**src/rtl/rst_ctrl_pkg.sv**
```systemverilog
// Shared constants for the reset controller: CSR bit positions, register offsets and FSM encodings.
package rst_ctrl_pkg;

  localparam int IWDGRSTF = 0;
  localparam int WWDGRSTF = 1;
  localparam int SFTRSTF  = 2;
  localparam int PORRSTF  = 3;
  localparam int RMVF     = 8;
  localparam int BUSY     = 9;
  localparam int SWRST    = 15;

  localparam logic [31:0] RST_CSR_OFS = 32'h0;
  localparam logic [31:0] RST_CNT_OFS = 32'h4;

  typedef enum logic {RUN = 1'b0, HOLD = 1'b1} rst_state_e;
  typedef enum logic {IDLE = 1'b0, ACK = 1'b1} bus_state_e;

endpackage

```
**src/rtl/rst_sync_edge.sv**
```systemverilog
// Rising-edge detector for one watchdog reset input.
// With RST_CTRL_SYNC_EN defined the input first passes a 2-flop synchronizer.
module rst_sync_edge (
  input  logic clk_i,
  input  logic rst_ni,
  input  logic d_i,
  output logic rise_o
);

  logic s;
  logic prev_q;

`ifdef RST_CTRL_SYNC_EN
  logic [1:0] sync_q;

  always_ff @(posedge clk_i or negedge rst_ni) begin
    if (!rst_ni) sync_q <= 2'b00;
    else         sync_q <= {sync_q[0], d_i};
  end

  assign s = sync_q[1];
`else
  assign s = d_i;
`endif

  always_ff @(posedge clk_i or negedge rst_ni) begin
    if (!rst_ni) prev_q <= 1'b0;
    else         prev_q <= s;
  end

  // A held-high input produces a single event.
  assign rise_o = s & ~prev_q;

endmodule

```
**src/rtl/rst_ctrl.sv**
```systemverilog
// System reset controller: stretches watchdog/software reset events into sys_rst_n and keeps
// sticky cause flags plus a saturating watchdog counter on Wishbone. Option: RST_CTRL_SYNC_EN.
module rst_ctrl
  import rst_ctrl_pkg::*;
#(
  parameter logic [31:0] BASE_ADR    = 32'h0100_0100,
  parameter int          HOLD_CYCLES = 16
) (
  input  logic        clk_m2s,
  input  logic        rst_m2s,
  input  logic [15:0] dat_m2s,
  input  logic [31:0] adr_m2s,
  input  logic        cyc_m2s,
  input  logic        we_m2s,
  input  logic        stb_m2s,
  output logic [15:0] dat_s2m,
  output logic        ack_s2m,
  input  logic        rst_iwdg,
  input  logic        rst_wwdg,
  output logic        sys_rst_n
);

  localparam logic [31:0] RST_CSR_ADR = BASE_ADR + RST_CSR_OFS;
  localparam logic [31:0] RST_CNT_ADR = BASE_ADR + RST_CNT_OFS;
  localparam logic [7:0]  HOLD_LOAD   = 8'(HOLD_CYCLES - 1);

  logic        iwdg_ev, wwdg_ev, wdg_ev, sw_ev, rmvf, csr_wr;
  rst_state_e  state_q, state_d;
  logic [7:0]  hold_q, hold_d;
  logic        sys_rst_n_q;
  logic [3:0]  flags_q, flags_d;
  logic [7:0]  cnt_q, cnt_d;
  bus_state_e  bus_q, bus_d;
  logic [31:0] adr_q;
  logic        we_q, swrst_q, rmvf_q;
  logic [15:0] rdata;
  logic        unused_dat;

  assign unused_dat = ^{dat_m2s[14:9], dat_m2s[7:0]};

  rst_sync_edge u_iwdg (.clk_i(clk_m2s), .rst_ni(rst_m2s), .d_i(rst_iwdg), .rise_o(iwdg_ev));
  rst_sync_edge u_wwdg (.clk_i(clk_m2s), .rst_ni(rst_m2s), .d_i(rst_wwdg), .rise_o(wwdg_ev));

  // Write side effects land on the edge that ends the ACK cycle.
  assign csr_wr = (bus_q == ACK) && we_q && (adr_q == RST_CSR_ADR);
  assign sw_ev  = csr_wr & swrst_q;
  assign rmvf   = csr_wr & rmvf_q;
  assign wdg_ev = iwdg_ev | wwdg_ev;

  always_comb begin
    state_d = state_q;
    hold_d  = hold_q;
    if (wdg_ev || sw_ev) begin
      state_d = HOLD;
      hold_d  = HOLD_LOAD;
    end else if (state_q == HOLD) begin
      if (hold_q == 8'd0) state_d = RUN;
      else                hold_d  = hold_q - 8'd1;
    end
  end

  always_comb begin
    flags_d = rmvf ? 4'b0000 : flags_q;
    if (iwdg_ev) flags_d[IWDGRSTF] = 1'b1;
    if (wwdg_ev) flags_d[WWDGRSTF] = 1'b1;
    if (sw_ev)   flags_d[SFTRSTF]  = 1'b1;
    cnt_d = cnt_q;
    if (wdg_ev && cnt_q != 8'hFF) cnt_d = cnt_q + 8'd1;
  end

  always_ff @(posedge clk_m2s or negedge rst_m2s) begin
    if (!rst_m2s) begin
      state_q     <= HOLD;
      hold_q      <= HOLD_LOAD;
      sys_rst_n_q <= 1'b0;
      flags_q     <= 4'b1000;
      cnt_q       <= 8'h00;
    end else begin
      state_q     <= state_d;
      hold_q      <= hold_d;
      sys_rst_n_q <= (state_d == RUN);
      flags_q     <= flags_d;
      cnt_q       <= cnt_d;
    end
  end

  assign sys_rst_n = sys_rst_n_q;

  assign bus_d = (bus_q == IDLE && cyc_m2s && stb_m2s) ? ACK : IDLE;

  always_ff @(posedge clk_m2s or negedge rst_m2s) begin
    if (!rst_m2s) begin
      bus_q   <= IDLE;
      adr_q   <= 32'h0;
      we_q    <= 1'b0;
      swrst_q <= 1'b0;
      rmvf_q  <= 1'b0;
    end else begin
      bus_q <= bus_d;
      if (bus_q == IDLE) begin
        adr_q   <= adr_m2s;
        we_q    <= we_m2s;
        swrst_q <= dat_m2s[SWRST];
        rmvf_q  <= dat_m2s[RMVF];
      end
    end
  end

  always_comb begin
    rdata = 16'h0000;
    if (adr_q == RST_CSR_ADR) begin
      rdata[3:0]  = flags_q;
      rdata[BUSY] = (state_q == HOLD);
    end else if (adr_q == RST_CNT_ADR) begin
      rdata[7:0] = cnt_q;
    end
  end

  assign ack_s2m = (bus_q == ACK);
  assign dat_s2m = ack_s2m ? rdata : 16'h0000;

endmodule

```
**config.mk**
```make
export PLATFORM = sky130hd
export DESIGN_NAME = rst_ctrl
export DESIGN_NICKNAME = d
export VERILOG_FILES = /design/src/rtl/rst_ctrl_pkg.sv /design/src/rtl/rst_sync_edge.sv /design/src/rtl/rst_ctrl.sv
export SDC_FILE = /design/constraint.sdc
export NUM_CORES = 1
export LEC_CHECK = 0
export BUFFER_PORTS_ARGS = -buffer_cell sky130_fd_sc_hd__buf_2
export CAP_MARGIN = 20
export CORE_AREA = 3 3 79 81
export CTS_BUF_LIST = sky130_fd_sc_hd__clkbuf_2
export DETAILED_ROUTE_END_ITERATION = 6
export DIE_AREA = 0 0 82 84
export PLACE_DENSITY = 0.76
export REMOVE_ABC_BUFFERS = 1
export SETUP_SLACK_MARGIN = 0.05
export SLEW_MARGIN = 20
export SYNTH_ARGS = -nofsm -noshare
export SYNTH_HDL_FRONTEND = slang
export SYNTH_SLANG_ARGS = --single-unit
export TNS_END_PERCENT = 20
```
**constraint.sdc**
```tcl
create_clock -name clk_m2s -period 1.9 [get_ports clk_m2s]
set_clock_uncertainty 0.15 [all_clocks]
set_input_delay 0.285 -clock clk_m2s [delete_from_list [all_inputs] [get_ports clk_m2s]]
set_output_delay 0.285 -clock clk_m2s [all_outputs]
set_load 0.02 [all_outputs]
```
==> metrics.md <==
| Metric | Value |
|---|---|
| Status | finished with violations |
| Failing checks | negative setup slack |
| Commonest non-fill, non-tap cells in the layout | dfrtp_1, buf_2, dlygate4sd3_1, mux2_2, buf_4 |
| Pre-antenna DRT Iters | 4 |
| ANT nets after route | 0 |
| Die Wd | 82 um |
| Fin crit share | 140% |
| Post-DR wirelength/cell | 17.0 um |
| Ys flop type | dfrtp_1 |
| YS warnings | 0 |
| Leak Pwr | 1.82 nW |
| Drt drc | 0 |
| H-tree depth | 3 |
| Pwr dens | 776 mW/mm2 |
| Crit path capture type | output port |
| GR Util All Layers | 21.7% |
| Setup crit start kind | flop |
| TNS Setup | -8.06 ns |
| Multi-input gate area | 0.00129 mm2 |
| Max-Cap Viols | 0 |
| GRT Residual Overflow | 0 |
| Count of pins over their slew limit | 0 |
| Syn avg cell area | 12.4 um2 |
| Root Driver | clkbuf_2 |
| Final hold vios | 0 |
| Cell Area, Synth | 0.00272 mm2 |
| Initial antenna violation count | 0 |
| VDD IR max | 0.752 mV |
| Cts bufs inserted | 9 |
| Post-synth EDFFs | 0 |
| CP required | 1.46 ns |
| Worst skew pair latency | 0.46 ns |
| Fmax | 376 MHz |
| Yosys top cell by area | dfrtp_1 |
| Register bit total from synthesis | 60 |
| Register area | 0.00151 mm2 |
| Sink Count | 60 |
| Vias | 2183 |
| CP cell instances | nor4_4 -> nand4_1 -> buf_6 -> nor3_2 -> buf_4 -> and3_4 -> buf_6 |
| Slowest CP cell | dfrtp_1 |
| Post-layout nets | 399 |
| Setup WS post-layout | -0.758 ns |
| Largest net degree at the start of global routing | 61 |
| Final HPWL from detailed placement | 3990 um |
| Synth area leaders | dfrtp_1, mux2_2, dfstp_2, mux2i_1, nor4_1 |
| Die ar. | 0.00689 mm2 |
| Max Fanout on Critical Path | 8 |
| Max clock buf depth | 2 |
| Worst reg2reg path depth | 6 |
| Port Buf Inserts | 51 |
| Post-synth ARST share | 100% |
| Commonest non-fill, non-tap cell in the layout | dfrtp_1 |
| Share of layout cells above drive strength 1 | 46.5% |
| Row count | 27 |
| TritonCTS clock tree | done |
| Routed vias/inst | 5.22 |
| Synth unique cells | 38 |
| Seq/Total Area, Yosys | 55.4% |
| Most numerous cell on the critical path | buf_6 |
| Worst Setup Path Type | reg2out |
| Layout fillers | 346 |
| Gpl congestion | 0.765 |
| IO Pins | 73 |
| Clock-pin transition on the worst setup and hold timing paths | 0.18 ns |
| Vias in the first global route | 2403 |
| Max stage delay on crit path | 0.47 ns |
| Reg2reg end | hold_q[2]$_DFFE_PN1P_ |
| Critical path arrival | 2.22 ns |
| RSZ-0062 raised after global routing | yes |
| Worst min path class | in2async |
| R2R setup slack | -0.21 ns |
| Antenna diode count | 0 |
| Core area | 0.00554 mm2 |
| P&R area growth vs syn | 45.7% |
| DIE HEIGHT | 84 um |
| Final WL | 7120 um |
| Final core utilization | 71.6% |
| First DRT Iteration DRCs | 107 |
| Yosys top cell area share | 49.6% |
| First-pass GRT wire length | 11500 um |
| Initial Util | 49.2% |
| Post-route minimum period | 2.66 ns |
| Worst reg2reg path startpoint | adr_q[17]$_DFFE_PN0N_ |
| Cells after Synth | 219 |
| Final setup vio count | 22 |
==> state kept, by name, summed over array words and instances (netlist names) <==
name / flops
sys_rst_n: 1
cnt_q: 8
hold_q: 8
adr_q: 32
rmvf_q: 1
u_wwdg.prev_q: 1
we_q: 1
u_iwdg.prev_q: 1
state_q: 1
flags_q: 4
ack_s2m: 1
swrst_q: 1
==> worst max-delay path, delay by kind of cell (launching register included) <==
kind | cells | cell delay [ns]
flops | 1 | 0.47
buf+inv | 3 | 0.46
simple gates | 4 | 0.84
==> cell usage after synthesis (3+ instances only) <==
cell,count
inv_1,10
nand3_1,9
nor2b_1,3
a21oi_1,3
nor2_1,7
ha_1,3
and3_1,6
nor4_1,10
nand4_1,3
nor3_1,10
mux2i_1,8
dfstp_2,6
clkbuf_1,6
mux2_2,36
xor2_1,6
o21ai_0,4
nor4b_1,3
nand2_1,4
buf_4,7
dfrtp_1,54
==> stage by stage <==
stage / instance area (um2) / total power [mW] / hold slack [ns] / cells / setup slack, ns
6_report: 3970 / 3.08 / 0.194 / 418 / -0.758
5_1_grt: 3970 / 3.23 / 0.169 / 418 / -0.866
4_1_cts: 3870 / 3.01 / 0.164 / 416 / -0.655
3_5_place_dp: 3220 / 2.04 / 0.173 / 360 / -0.196
3_3_place_gp: 3220 / 2.01 / 0.166 / 360 / -0.179
2_1_floorplan: 2670 / 1.84 / -0.161 / 212 / -0.727
==> repair_timing <==
item,CTS,global route
buffers inserted,0,2
gates resized for setup,26,14
setup endpoints to repair,23,25
endpoints found under the hold margin,98,0
hold buffers,40,0
pin swaps,6,6
==> routing by layer <==
layer | track usage (%) | wire length, um
met5 | 0 | 0
met4 | 6.95 | 38
met2 | 36.7 | 3980
met1 | 27.0 | 2800
met3 | 5.18 | 297
==> power by group <==
| group | internal, mW | switching [mW] |
|---|---|---|
| clock | 0.441 | 0.472 |
| combinational | 0.307 | 0.247 |
| sequential | 1.43 | 0.183 |
==> cells by family after synthesis <==
family / count (synthesis) / synth area share, %
flip-flops: 60 / 55.4
other: 1 / 0.138
buffers and inverters: 23 / 4.13
multiplexers: 44 / 17.8
AND/OR/NAND/NOR: 69 / 15.4
XOR/XNOR: 8 / 2.57
AO/OA/AOI/OAI: 11 / 3.12
adder cells (fa/ha/maj): 3 / 1.38
==> area by class of cell <==
cell class / instances / share of cell area (%)
Sequential cell: 60 / 38.1
Tap cell: 72 / 2.27
Inverter: 10 / 0.946
Timing Repair Buffer: 118 / 22.9
Multi-Input combinational cell: 142 / 32.5
Clock inverter: 5 / 1.92
Clock buffer: 11 / 1.39
==> worst max path at each step <==
| stage | start | endpoint | slack [ns] |
|---|---|---|---|
| floorplan | ack_s2m$_DFF_PN0_ | dat_s2m[0] | -0.73 |
| global placement | adr_q[17]$_DFFE_PN0N_ | dat_s2m[9] | -0.18 |
| detailed placement | adr_q[17]$_DFFE_PN0N_ | dat_s2m[7] | -0.20 |
| CTS | adr_q[22]$_DFFE_PN0N_ | dat_s2m[4] | -0.66 |
| global route | adr_q[17]$_DFFE_PN0N_ | dat_s2m[4] | -0.87 |
| finish | adr_q[17]$_DFFE_PN0N_ | dat_s2m[7] | -0.76 |
No activity file was read; power rests on OpenSTA's default activity.
